===== config.mk =====
export PLATFORM = sky130hd
export DESIGN_NAME = rec_play_ctrl
export DESIGN_NICKNAME = d
export VERILOG_FILES = /design/src/rtl/rec_play_pkg.sv /design/src/rtl/key_edge.sv /design/src/rtl/rec_play_ctrl.sv
export SDC_FILE = /design/constraint.sdc
export NUM_CORES = 1
export LEC_CHECK = 0
export CAP_MARGIN = 40
export CELL_PAD_IN_SITES_DETAIL_PLACEMENT = 0
export CELL_PAD_IN_SITES_GLOBAL_PLACEMENT = 1
export CORE_UTILIZATION = 38
export DETAILED_ROUTE_END_ITERATION = 8
export PLACE_DENSITY = 0.87
export SLEW_MARGIN = 30
export SYNTH_ARGS = -nofsm -noshare
export SYNTH_HDL_FRONTEND = slang
export SYNTH_SLANG_ARGS = --single-unit
export TNS_END_PERCENT = 20

===== constraint.sdc =====
create_clock -name i_clk -period 6.39 [get_ports i_clk]
set_input_delay 1.5975 -clock i_clk [delete_from_list [all_inputs] [get_ports i_clk]]
set_output_delay 1.5975 -clock i_clk [all_outputs]
set_load 0.005 [all_outputs]

===== src/rtl/rec_play_pkg.sv =====
// ---------------------------------------------------------------------------
// rec_play_pkg
// Shared types and constants for the record/playback controller.
//   state_t  : controller state encoding, visible on o_state
//   KEY_*    : bit positions of each push button inside the key vector
//   cmd_t    : the single command that wins when several keys edge at once
//   pick_cmd : resolves simultaneous key edges into one command
// ---------------------------------------------------------------------------
package rec_play_pkg;

    typedef enum logic [2:0] {
        ST_INIT       = 3'd0,
        ST_IDLE       = 3'd1,
        ST_REC        = 3'd2,
        ST_REC_PAUSE  = 3'd3,
        ST_PLAY       = 3'd4,
        ST_PLAY_PAUSE = 3'd5
    } state_t;

    localparam int NUM_KEYS = 6;

    localparam int KEY_STOP = 0;
    localparam int KEY_REC  = 1;
    localparam int KEY_PLAY = 2;
    localparam int KEY_MODE = 3;
    localparam int KEY_UP   = 4;
    localparam int KEY_DOWN = 5;

    typedef enum logic [2:0] {
        CMD_NONE = 3'd0,
        CMD_STOP = 3'd1,
        CMD_REC  = 3'd2,
        CMD_PLAY = 3'd3,
        CMD_MODE = 3'd4,
        CMD_UP   = 3'd5,
        CMD_DOWN = 3'd6
    } cmd_t;

    // Only the highest-priority edge survives a cycle; the rest are dropped.
    // Order: stop > rec > play > mode > up > down.
    function automatic cmd_t pick_cmd(input logic [NUM_KEYS-1:0] edges);
        cmd_t c;
        c = CMD_NONE;
        if (edges[KEY_STOP])      c = CMD_STOP;
        else if (edges[KEY_REC])  c = CMD_REC;
        else if (edges[KEY_PLAY]) c = CMD_PLAY;
        else if (edges[KEY_MODE]) c = CMD_MODE;
        else if (edges[KEY_UP])   c = CMD_UP;
        else if (edges[KEY_DOWN]) c = CMD_DOWN;
        return c;
    endfunction

endpackage


===== src/rtl/key_edge.sv =====
// ---------------------------------------------------------------------------
// key_edge
// Rising-edge detector over a vector of debounced key levels.
// Ports:
//   i_clk  : system clock
//   i_rst  : asynchronous active-high reset (clears key history)
//   i_key  : N debounced key levels
//   o_edge : N flags, 1 while a key is high and was low last clock
// ---------------------------------------------------------------------------
module key_edge
    import rec_play_pkg::*;
#(
    parameter int N = NUM_KEYS
)(
    input  logic         i_clk,
    input  logic         i_rst,
    input  logic [N-1:0] i_key,
    output logic [N-1:0] o_edge
);

    logic [N-1:0] r_key_q;

    // Key history: the previous clock's levels, cleared by reset so a key
    // held through reset is seen as a fresh press afterwards.
    always_ff @(posedge i_clk or posedge i_rst) begin
        if (i_rst) begin
            r_key_q <= '0;
        end else begin
            r_key_q <= i_key;
        end
    end

    assign o_edge = i_key & ~r_key_q;

endmodule


===== src/rtl/rec_play_ctrl.sv =====
// ---------------------------------------------------------------------------
// rec_play_ctrl
// Control FSM for the WM8731 record/playback datapath. Converts key presses
// into one-cycle commands for the recorder and the player, owns the SRAM
// direction select, remembers how much was recorded and tracks the playback
// speed level and interpolation mode.
// Ports:
//   i_clk, i_rst          : clock, asynchronous active-high reset
//   i_init_done           : codec initialiser finished (level)
//   i_key_*               : debounced key levels (rec, play, stop, up, down, mode)
//   i_rec_addr            : recorder write address
//   i_play_addr           : player read address
//   o_state               : current state encoding
//   o_rec_start/pause/stop   : recorder command pulses
//   o_play_start/pause/stop  : player command pulses
//   o_sram_wr             : 1 while the recorder owns the SRAM
//   o_fast, o_slow        : speed direction
//   o_factor              : speed factor 1..MAX_SPEED
//   o_interp              : 1 = linear interpolation in slow play
//   o_rec_len             : end address of the last recording
// ---------------------------------------------------------------------------
module rec_play_ctrl
    import rec_play_pkg::*;
#(
    parameter int ADDR_W    = 20,
    parameter int MAX_SPEED = 8,
    parameter int FACT_W    = $clog2(MAX_SPEED + 1)
)(
    input  logic              i_clk,
    input  logic              i_rst,
    input  logic              i_init_done,
    input  logic              i_key_rec,
    input  logic              i_key_play,
    input  logic              i_key_stop,
    input  logic              i_key_up,
    input  logic              i_key_down,
    input  logic              i_key_mode,
    input  logic [ADDR_W-1:0] i_rec_addr,
    input  logic [ADDR_W-1:0] i_play_addr,
    output logic [2:0]        o_state,
    output logic              o_rec_start,
    output logic              o_rec_pause,
    output logic              o_rec_stop,
    output logic              o_play_start,
    output logic              o_play_pause,
    output logic              o_play_stop,
    output logic              o_sram_wr,
    output logic              o_fast,
    output logic              o_slow,
    output logic [FACT_W-1:0] o_factor,
    output logic              o_interp,
    output logic [ADDR_W-1:0] o_rec_len
);

    // One extra bit over the factor width holds the sign of the speed level.
    localparam int SPD_W = FACT_W + 1;
    localparam logic signed [SPD_W-1:0] SPD_ZERO = '0;
    localparam logic signed [SPD_W-1:0] SPD_ONE  = SPD_W'(1);
    localparam logic signed [SPD_W-1:0] SPD_MAX  = SPD_W'(MAX_SPEED - 1);
    localparam logic signed [SPD_W-1:0] SPD_MIN  = -SPD_MAX;

    logic [NUM_KEYS-1:0] w_keys;
    logic [NUM_KEYS-1:0] w_edges;
    cmd_t                w_cmd;
    logic                w_full;
    logic                w_eod;
    logic                w_blocked;

    state_t              r_state, w_state_nxt;
    logic                r_rec_start, w_rec_start_nxt;
    logic                r_rec_pause, w_rec_pause_nxt;
    logic                r_rec_stop, w_rec_stop_nxt;
    logic                r_play_start, w_play_start_nxt;
    logic                r_play_pause, w_play_pause_nxt;
    logic                r_play_stop, w_play_stop_nxt;
    logic                r_sram_wr;
    logic [ADDR_W-1:0]   r_rec_len, w_rec_len_nxt;
    logic signed [SPD_W-1:0] r_speed, w_speed_nxt;
    logic                r_interp, w_interp_nxt;
    logic                r_fast, w_fast_nxt;
    logic                r_slow, w_slow_nxt;
    logic [FACT_W-1:0]   r_factor, w_factor_nxt;

    // Gather the key levels into one vector so the edge detector and the
    // priority resolver can work on bit positions from the package.
    always_comb begin
        w_keys           = '0;
        w_keys[KEY_STOP] = i_key_stop;
        w_keys[KEY_REC]  = i_key_rec;
        w_keys[KEY_PLAY] = i_key_play;
        w_keys[KEY_MODE] = i_key_mode;
        w_keys[KEY_UP]   = i_key_up;
        w_keys[KEY_DOWN] = i_key_down;
    end

    key_edge #(.N(NUM_KEYS)) u_key_edge (
        .i_clk  (i_clk),
        .i_rst  (i_rst),
        .i_key  (w_keys),
        .o_edge (w_edges)
    );

    // Memory-full while recording and end-of-data while playing are
    // automatic stops; they take the whole cycle, so any key edge that
    // happens together with them is thrown away.
    assign w_full    = (i_rec_addr == {ADDR_W{1'b1}});
    assign w_eod     = (i_play_addr >= r_rec_len);
    assign w_blocked = ((r_state == ST_REC) && w_full) ||
                       ((r_state == ST_PLAY) && w_eod);
    assign w_cmd     = w_blocked ? CMD_NONE : pick_cmd(w_edges);

    // Next-state, command pulses, recorded length, speed level and
    // interpolation mode. Speed and mode keys work in every state except
    // INIT and survive play/stop; only reset clears them.
    always_comb begin
        w_state_nxt      = r_state;
        w_rec_start_nxt  = 1'b0;
        w_rec_pause_nxt  = 1'b0;
        w_rec_stop_nxt   = 1'b0;
        w_play_start_nxt = 1'b0;
        w_play_pause_nxt = 1'b0;
        w_play_stop_nxt  = 1'b0;
        w_rec_len_nxt    = r_rec_len;
        w_speed_nxt      = r_speed;
        w_interp_nxt     = r_interp;

        if (r_state != ST_INIT) begin
            case (w_cmd)
                CMD_MODE: w_interp_nxt = ~r_interp;
                CMD_UP:   if (r_speed < SPD_MAX) w_speed_nxt = r_speed + SPD_ONE;
                CMD_DOWN: if (r_speed > SPD_MIN) w_speed_nxt = r_speed - SPD_ONE;
                default:  ;
            endcase
        end

        case (r_state)
            ST_INIT: begin
                if (i_init_done) w_state_nxt = ST_IDLE;
            end
            ST_IDLE: begin
                if (w_cmd == CMD_REC) begin
                    w_state_nxt     = ST_REC;
                    w_rec_start_nxt = 1'b1;
                end else if ((w_cmd == CMD_PLAY) && (r_rec_len != '0)) begin
                    w_state_nxt      = ST_PLAY;
                    w_play_start_nxt = 1'b1;
                end
            end
            ST_REC: begin
                if (w_full) begin
                    w_state_nxt    = ST_IDLE;
                    w_rec_stop_nxt = 1'b1;
                    w_rec_len_nxt  = {ADDR_W{1'b1}};
                end else if (w_cmd == CMD_STOP) begin
                    w_state_nxt    = ST_IDLE;
                    w_rec_stop_nxt = 1'b1;
                    w_rec_len_nxt  = i_rec_addr;
                end else if (w_cmd == CMD_REC) begin
                    w_state_nxt     = ST_REC_PAUSE;
                    w_rec_pause_nxt = 1'b1;
                end
            end
            ST_REC_PAUSE: begin
                if (w_cmd == CMD_STOP) begin
                    w_state_nxt    = ST_IDLE;
                    w_rec_stop_nxt = 1'b1;
                    w_rec_len_nxt  = i_rec_addr;
                end else if (w_cmd == CMD_REC) begin
                    w_state_nxt     = ST_REC;
                    w_rec_start_nxt = 1'b1;
                end
            end
            ST_PLAY: begin
                if (w_eod || (w_cmd == CMD_STOP)) begin
                    w_state_nxt     = ST_IDLE;
                    w_play_stop_nxt = 1'b1;
                end else if (w_cmd == CMD_PLAY) begin
                    w_state_nxt      = ST_PLAY_PAUSE;
                    w_play_pause_nxt = 1'b1;
                end
            end
            ST_PLAY_PAUSE: begin
                if (w_cmd == CMD_STOP) begin
                    w_state_nxt     = ST_IDLE;
                    w_play_stop_nxt = 1'b1;
                end else if (w_cmd == CMD_PLAY) begin
                    w_state_nxt      = ST_PLAY;
                    w_play_start_nxt = 1'b1;
                end
            end
            default: begin
                w_state_nxt = ST_INIT;
            end
        endcase
    end

    // Decode the signed speed level into direction flags and a magnitude
    // factor; level 0 is normal speed with factor 1.
    always_comb begin
        w_fast_nxt   = (w_speed_nxt > SPD_ZERO);
        w_slow_nxt   = (w_speed_nxt < SPD_ZERO);
        w_factor_nxt = w_speed_nxt[SPD_W-1] ? FACT_W'(SPD_ZERO - w_speed_nxt)
                                             : FACT_W'(w_speed_nxt);
        w_factor_nxt = w_factor_nxt + FACT_W'(1);
    end

    // All outputs come from registers; the SRAM select follows the next
    // state so it changes in the same cycle as o_state.
    always_ff @(posedge i_clk or posedge i_rst) begin
        if (i_rst) begin
            r_state      <= ST_INIT;
            r_rec_start  <= 1'b0;
            r_rec_pause  <= 1'b0;
            r_rec_stop   <= 1'b0;
            r_play_start <= 1'b0;
            r_play_pause <= 1'b0;
            r_play_stop  <= 1'b0;
            r_sram_wr    <= 1'b0;
            r_rec_len    <= '0;
            r_speed      <= SPD_ZERO;
            r_interp     <= 1'b0;
            r_fast       <= 1'b0;
            r_slow       <= 1'b0;
            r_factor     <= FACT_W'(1);
        end else begin
            r_state      <= w_state_nxt;
            r_rec_start  <= w_rec_start_nxt;
            r_rec_pause  <= w_rec_pause_nxt;
            r_rec_stop   <= w_rec_stop_nxt;
            r_play_start <= w_play_start_nxt;
            r_play_pause <= w_play_pause_nxt;
            r_play_stop  <= w_play_stop_nxt;
            r_sram_wr    <= (w_state_nxt == ST_REC);
            r_rec_len    <= w_rec_len_nxt;
            r_speed      <= w_speed_nxt;
            r_interp     <= w_interp_nxt;
            r_fast       <= w_fast_nxt;
            r_slow       <= w_slow_nxt;
            r_factor     <= w_factor_nxt;
        end
    end

    assign o_state      = r_state;
    assign o_rec_start  = r_rec_start;
    assign o_rec_pause  = r_rec_pause;
    assign o_rec_stop   = r_rec_stop;
    assign o_play_start = r_play_start;
    assign o_play_pause = r_play_pause;
    assign o_play_stop  = r_play_stop;
    assign o_sram_wr    = r_sram_wr;
    assign o_fast       = r_fast;
    assign o_slow       = r_slow;
    assign o_factor     = r_factor;
    assign o_interp     = r_interp;
    assign o_rec_len    = r_rec_len;

endmodule


# Yosys cells after proc, flatten, opt, wreduce, memory -nomap -nowiden

Index checks and enable logic that the tools add are counted.

Register bits: 48
Latch bits: 0
Bits in writable memories: 0
ROM bits: 0
Bits of input ports: 49
Output and inout port bits: 37
Word-level logic and storage cells: 95
Memories: 0

Add/subtract/negate cells: 4
Multipliers: 0
Div/mod/pow operators: 0
$lt $le $gt $ge: 5
Equal/unequal tests: 13
Shift-type cells: 0
Mux-type cells: 45
Bitwise logic cells: 3
Reduce and logical (&&, ||, !) cells: 10

Operators by type and width:

| kind                                               | count |
|---|---|
| 2-to-1 mux 3 bit                                   | 19 |
| 2-to-1 mux 20 bit                                  | 2 |
| one-hot mux 20 bit (2 select lines)                | 1 |
| == test 20 bit, second input constant              | 1 |
| >= comparator 20 bit                               | 1 |
| nonzero test 20 bit                                | 1 |
| one-hot mux 3 bit (6 select lines)                 | 1 |
| == test 3 x 2 -> 1 bit, second input constant      | 5 |
| == test 3 bit, second input constant               | 5 |
| 2-to-1 mux 5 bit                                   | 3 |
| 2-to-1 mux 1 bit                                   | 13 |
| one-hot mux 5 bit (2 select lines)                 | 1 |
| one-hot mux 1 bit (2 select lines)                 | 4 |
| bitwise AND 6 bit                                  | 1 |
| == test 3 x 1 -> 1 bit, second input constant      | 2 |
| inverter 6 bit                                     | 1 |
| adder 5 x 2 -> 5 bit, second input constant        | 1 |
| > comparator 5 x 1 -> 1 bit, second input constant | 1 |
| > comparator 5 x 4 -> 1 bit, second input constant | 1 |
| < comparator 5 x 1 -> 1 bit, second input constant | 1 |
| < comparator 5 x 4 -> 1 bit, second input constant | 1 |
| subtractor 5 x 2 -> 5 bit, second input constant   | 1 |
| adder 4 x 1 -> 4 bit, second input constant        | 1 |
| 2-to-1 mux 4 bit                                   | 1 |
| 8 further kinds                                    | 11 |

# Depth between registers and ports, before layout

Word-level depth: 15
Gate-level depth with buffers: 13

# Hierarchy

A second synthesis with hierarchy kept.

Cells, all modules: 305
Area total of the unflattened synthesis: 2941.6 sq um

Modules (own cells, without submodules):

| module        | instances | cells an instance | area an instance (sq um) | seq. area each (sq um) |
|---|---|---|---|---|
| rec_play_ctrl | 1         | 292               | 2705.1                   | 1027.2 |
| key_edge      | 1         | 13                | 236.5                    | 150.1 |

# Worst setup path after synthesis

Ideal clock, no wire load.

Path type: input port to flip-flop
Start point: input i_play_addr[9]
End point: register r_factor[2], in the netlist o_factor[2]
Arrival: 4352 ps
Data required time: 6267 ps
Slack: 1915 ps
Cell stages on the path: 12
Buffers on the path: 0
Cells stage by stage: ha_1 > a21o_1 > a221o_1 > a221oi_2 > o211ai_2 > a21o_1 > a2111oi_4 > ha_1 > mux2i_1 > inv_1 > ha_1 > xnor2_1

Longest elaborated chain between the ends: 10
Elaborated cells on any way between the ends: 11
Classes of those cells: 2 x add/sub; 1 x order compare; 2 x eq/ne; 4 x mux; 2 x reduce/logical

RTL lines:

| element                                | RTL line             | text |
|---|---|---|
| start, declared                        | rec_play_ctrl.sv:39  | `input logic [ADDR_W-1:0] i_play_addr,` |
| >= comparator 20 bit (*)               | rec_play_ctrl.sv:107 | `assign w_eod = (i_play_addr >= r_rec_len);` |
| logical AND 1 bit (*)                  | rec_play_ctrl.sv:109 | `((r_state == ST_PLAY) && w_eod);` |
| logical OR 1 bit (*)                   | rec_play_ctrl.sv:108 | `assign w_blocked = ((r_state == ST_REC) && w_full) \|\|` |
| 2-to-1 mux 3 bit (*)                   | rec_play_ctrl.sv:110 | `assign w_cmd = w_blocked ? CMD_NONE : pick_cmd(w_edges);` |
| == test 3 bit                          | rec_play_ctrl.sv:128 | `case (w_cmd)` |
| one-hot mux 5 bit (2 select lines) (*) | rec_play_ctrl.sv:128 |  |
| 2-to-1 mux 5 bit (*)                   | rec_play_ctrl.sv:127 | `if (r_state != ST_INIT) begin` |
| subtractor 1 x 4 -> 4 bit              | rec_play_ctrl.sv:202 | `w_factor_nxt = w_speed_nxt[SPD_W-1] ? FACT_W'(SPD_ZERO - w_speed_nxt)` |
| 2-to-1 mux 4 bit (*)                   | rec_play_ctrl.sv:202 |  |
| adder 4 x 1 -> 4 bit (*)               | rec_play_ctrl.sv:204 | `w_factor_nxt = w_factor_nxt + FACT_W'(1);` |
| named net w_factor_nxt[2]              | rec_play_ctrl.sv:82  | `logic [FACT_W-1:0] r_factor, w_factor_nxt;` |
| end signal, assigned                   | rec_play_ctrl.sv:239 | `r_factor <= w_factor_nxt;` |
| end, declared                          | rec_play_ctrl.sv:82  |  |

Mark *: on every way through the listed nets, which the timed path passes. The rest lies on a longest branch.
A chain may end at the register's enable or synchronous reset.

# Worst setup path after layout

Ends and elaborated chain as after synthesis.

==> results_dict.tcl <==
set metrics [dict create \
    status "finished clean" \
    ys_ff_latch 47 \
    cts.hold.buffers_added 0 \
    crit_path_top_delay_cell "a2111oi_4" \
    grt_use_total_pct 19.2 \
    grt_first_pass_wirelength_um 11500 \
    cap_violations 0 \
    die_area_mm2 0.00766 \
    clockBufferDepth 2 \
    crit_path_end_kind "register" \
    drive_gt1_share_pct 6.53 \
    antenna_found_initial 0 \
    async_flop_share_pct 100 \
    critPathArrivalTime_ns 5.00 \
    nNetsFinal 456 \
    fin_util_pct 55.5 \
    synth-edff-count 0 \
    start_util_pct 40.0 \
    die_x_um 87.5 \
    ctsRootBufferMaster "clkbuf_8" \
    critical_path.most_common_cell "ha_1" \
    clkSinkCount 47 \
    multi_input_area_mm2 0.00144 \
    numPortBuffers 85 \
    peakVddDrop_v 0.000142 \
    clkTransAtPathRegs_ns 0.09 \
    cp_max_fo 9 \
    viasPerCell 5.15 \
    cp_data_required_time_ns 6.58 \
    drtIter0Drc 110 \
    slowest_delay_ns 0.43 \
    drcViolationCount 0 \
    synthToLayoutAreaGrowth_pct 38.7 \
    cts_resized 0 \
    routabilityCongestion 0.905 \
    layout_common_cells "85 x clkdlybuf4s50_1, 46 x dfrtp_1, 30 x inv_1, 28 x nor2_1, 25 x ha_1" \
    seq_area_mm2 0.00118 \
    worstHoldPathType "reg2reg" \
    min_period_ns 4.81 \
    num_io_pins 86 \
    syn_area_per_cell_um2 9.42 \
    ant_nets 0 \
    post_cts_buffers 0 \
    synth_top_area_share_pct 41.4 \
    rsz0062_at_grt "no" \
    finalClockSkew_ns 0.00443 \
    dp_hpwl_um 5350 \
    cts_made_buffers 5 \
    htreeDepth 2 \
    path_class "in2reg" \
    vias 2465 \
    start_kind "input port" \
    hold_violations 0 \
    wl_per_cell_um 14.3 \
    clk_latency_ns 0.30 \
    die_h_um 87.5 \
    netlist_area_mm2 0.00278 \
    worstPathCellList "clkdlybuf4s50_1 > ha_1 > a21o_1 > a221o_1 > a221oi_2 > o211ai_2 > a21o_1 > a2111oi_4 > ha_1 > mux2i_1 > inv_1 > ha_1 > xnor2_1" \
    antenna_cells 0 \
    ys_types 49 \
    grt_max_degree 48 \
    fmax_ghz 0.208 \
    max_slew_margin_pct 53.3 \
    drv_slew 0 \
    synthesis.nets 369 \
    placementRows 30 \
    wl_um 6860 \
    n_fill_cell 641 \
    grt_pass1_vias 2407 \
    synth_largest_area_cell "dfrtp_1" \
    final_common_cell "clkdlybuf4s50_1" \
    syn_inst 295 \
    tightest_slew_ns 0.698 \
    synth_seq_area_share_pct 42.4 \
    fin_crit_sh_pct 75.3 \
    setup_viol 0 \
    power_density_mw_per_mm2 385 \
    fin_tns_setup_ns 0 \
    core_mm2 0.00694 \
    power.leakage_uw 0.00167 \
    cts_tree "yes" \
    synthFlopType "dfrtp_1" \
    synthTopCellsByArea "dfrtp_1 41%, ha_1 11%, inv_1 4.2%" \
    yosys_warnings 0 \
    grt_overflow_total 0 \
    drt-pass1-iter-count 4 \
]
==> cell usage after synthesis, drive strengths merged (2+ instances only) <==
cell      n
ha       25
inv      34
or2       2
nand3b    2
nor4b     4
a31oi     5
a22oi     2
o21bai    2
buf       2
nand4    10
a21o      2
nor3     10
or3       2
a2111oi   2
xnor2     6
o2111ai   2
a211oi    4
o21ai    16
clkbuf    6
nand2    14
nor2b     3
o22a     10
nand3     4
dfrtp    46
and2      3
a21oi    22
nor4      5
nor2     28
o22ai     2
nand2b    6
==> worst paths after layout <==
check	slack, ns	endpoint	from	depth (start not counted)
worst min-delay path	0.49	o_interp	o_interp	1
worst max register to register	2.83	o_factor[2]	o_rec_len[9]	13
min in group asynchronous	1.71	u_key_edge.r_key_q[0]	i_rst	2
worst max-delay path	1.58	o_factor[2]	i_play_addr[9]	13
worst min register to register	0.49	o_interp	o_interp	1
max in group asynchronous	4.29	o_factor[0]	i_rst	2
==> through the flow <==
stage,cells,hold WS (ns),setup WS (ns),instance area (µm²),total power (µW)
CTS,478,0.491,1.56,3850,1500
finish,479,0.486,1.58,3850,1490
floorplan,295,0.468,1.92,2780,956
global placement,469,0.467,1.34,3720,1250
detailed placement,470,0.471,1.26,3730,1270
global route,479,0.507,1.36,3850,1620
==> flip-flops by register name, summed over array words and instances (netlist names), 3 cells and up <==
signal              count
o_state                 3
o_factor                4
o_rec_len              20
r_speed                 4
u_key_edge.r_key_q      6
==> area by class of cell <==
type | instances | area share (%)
sequential | 47 | 30.5
clock inverter | 2 | 0.909
inverter | 34 | 3.38
timing repair buffer | 88 | 22.5
clock buffer | 6 | 2.14
tap | 96 | 3.12
multi-input combinational | 206 | 37.4
==> metal layers <==
layer / vias to the layer above / routed length [µm] / track usage [%] / share of wire, %
met3: 7 / 358 / 3.22 / 5.2
met4: 0 / 80 / 4.62 / 1.2
met5: - / 0 / 0 / 0
met1: 1143 / 3260 / 26.7 / 47
li1: 1238 / - / - / -
met2: 77 / 3160 / 31.4 / 46
==> power breakdown <==
group | internal, µW | switching (µW)
combinational | 384 | 364
sequential | 400 | 114
clock | 127 | 97.1
==> cell families (layout without fill, tap and decap cells) <==
logic type,after synthesis,in the layout,synth area share (%)
DFF,47,47,42.4
AOI/OAI and AO/OA,79,79,20.3
and+or+nand+nor,94,94,17.8
adders and majority gates,25,25,11.3
muxes,1,1,0.360
xor gates and xnor gates,7,7,2.21
buffers and inverters,42,130,5.76
==> worst max-delay path: cells and delay by family <==
kind            cells  cell delay, ns
fa+ha+maj           3            0.80
mux                 1            0.20
xor+xnor            1            0.12
buf+inv             2            0.48
compound gates      6            1.79
(Power assumes the default switching activity.)
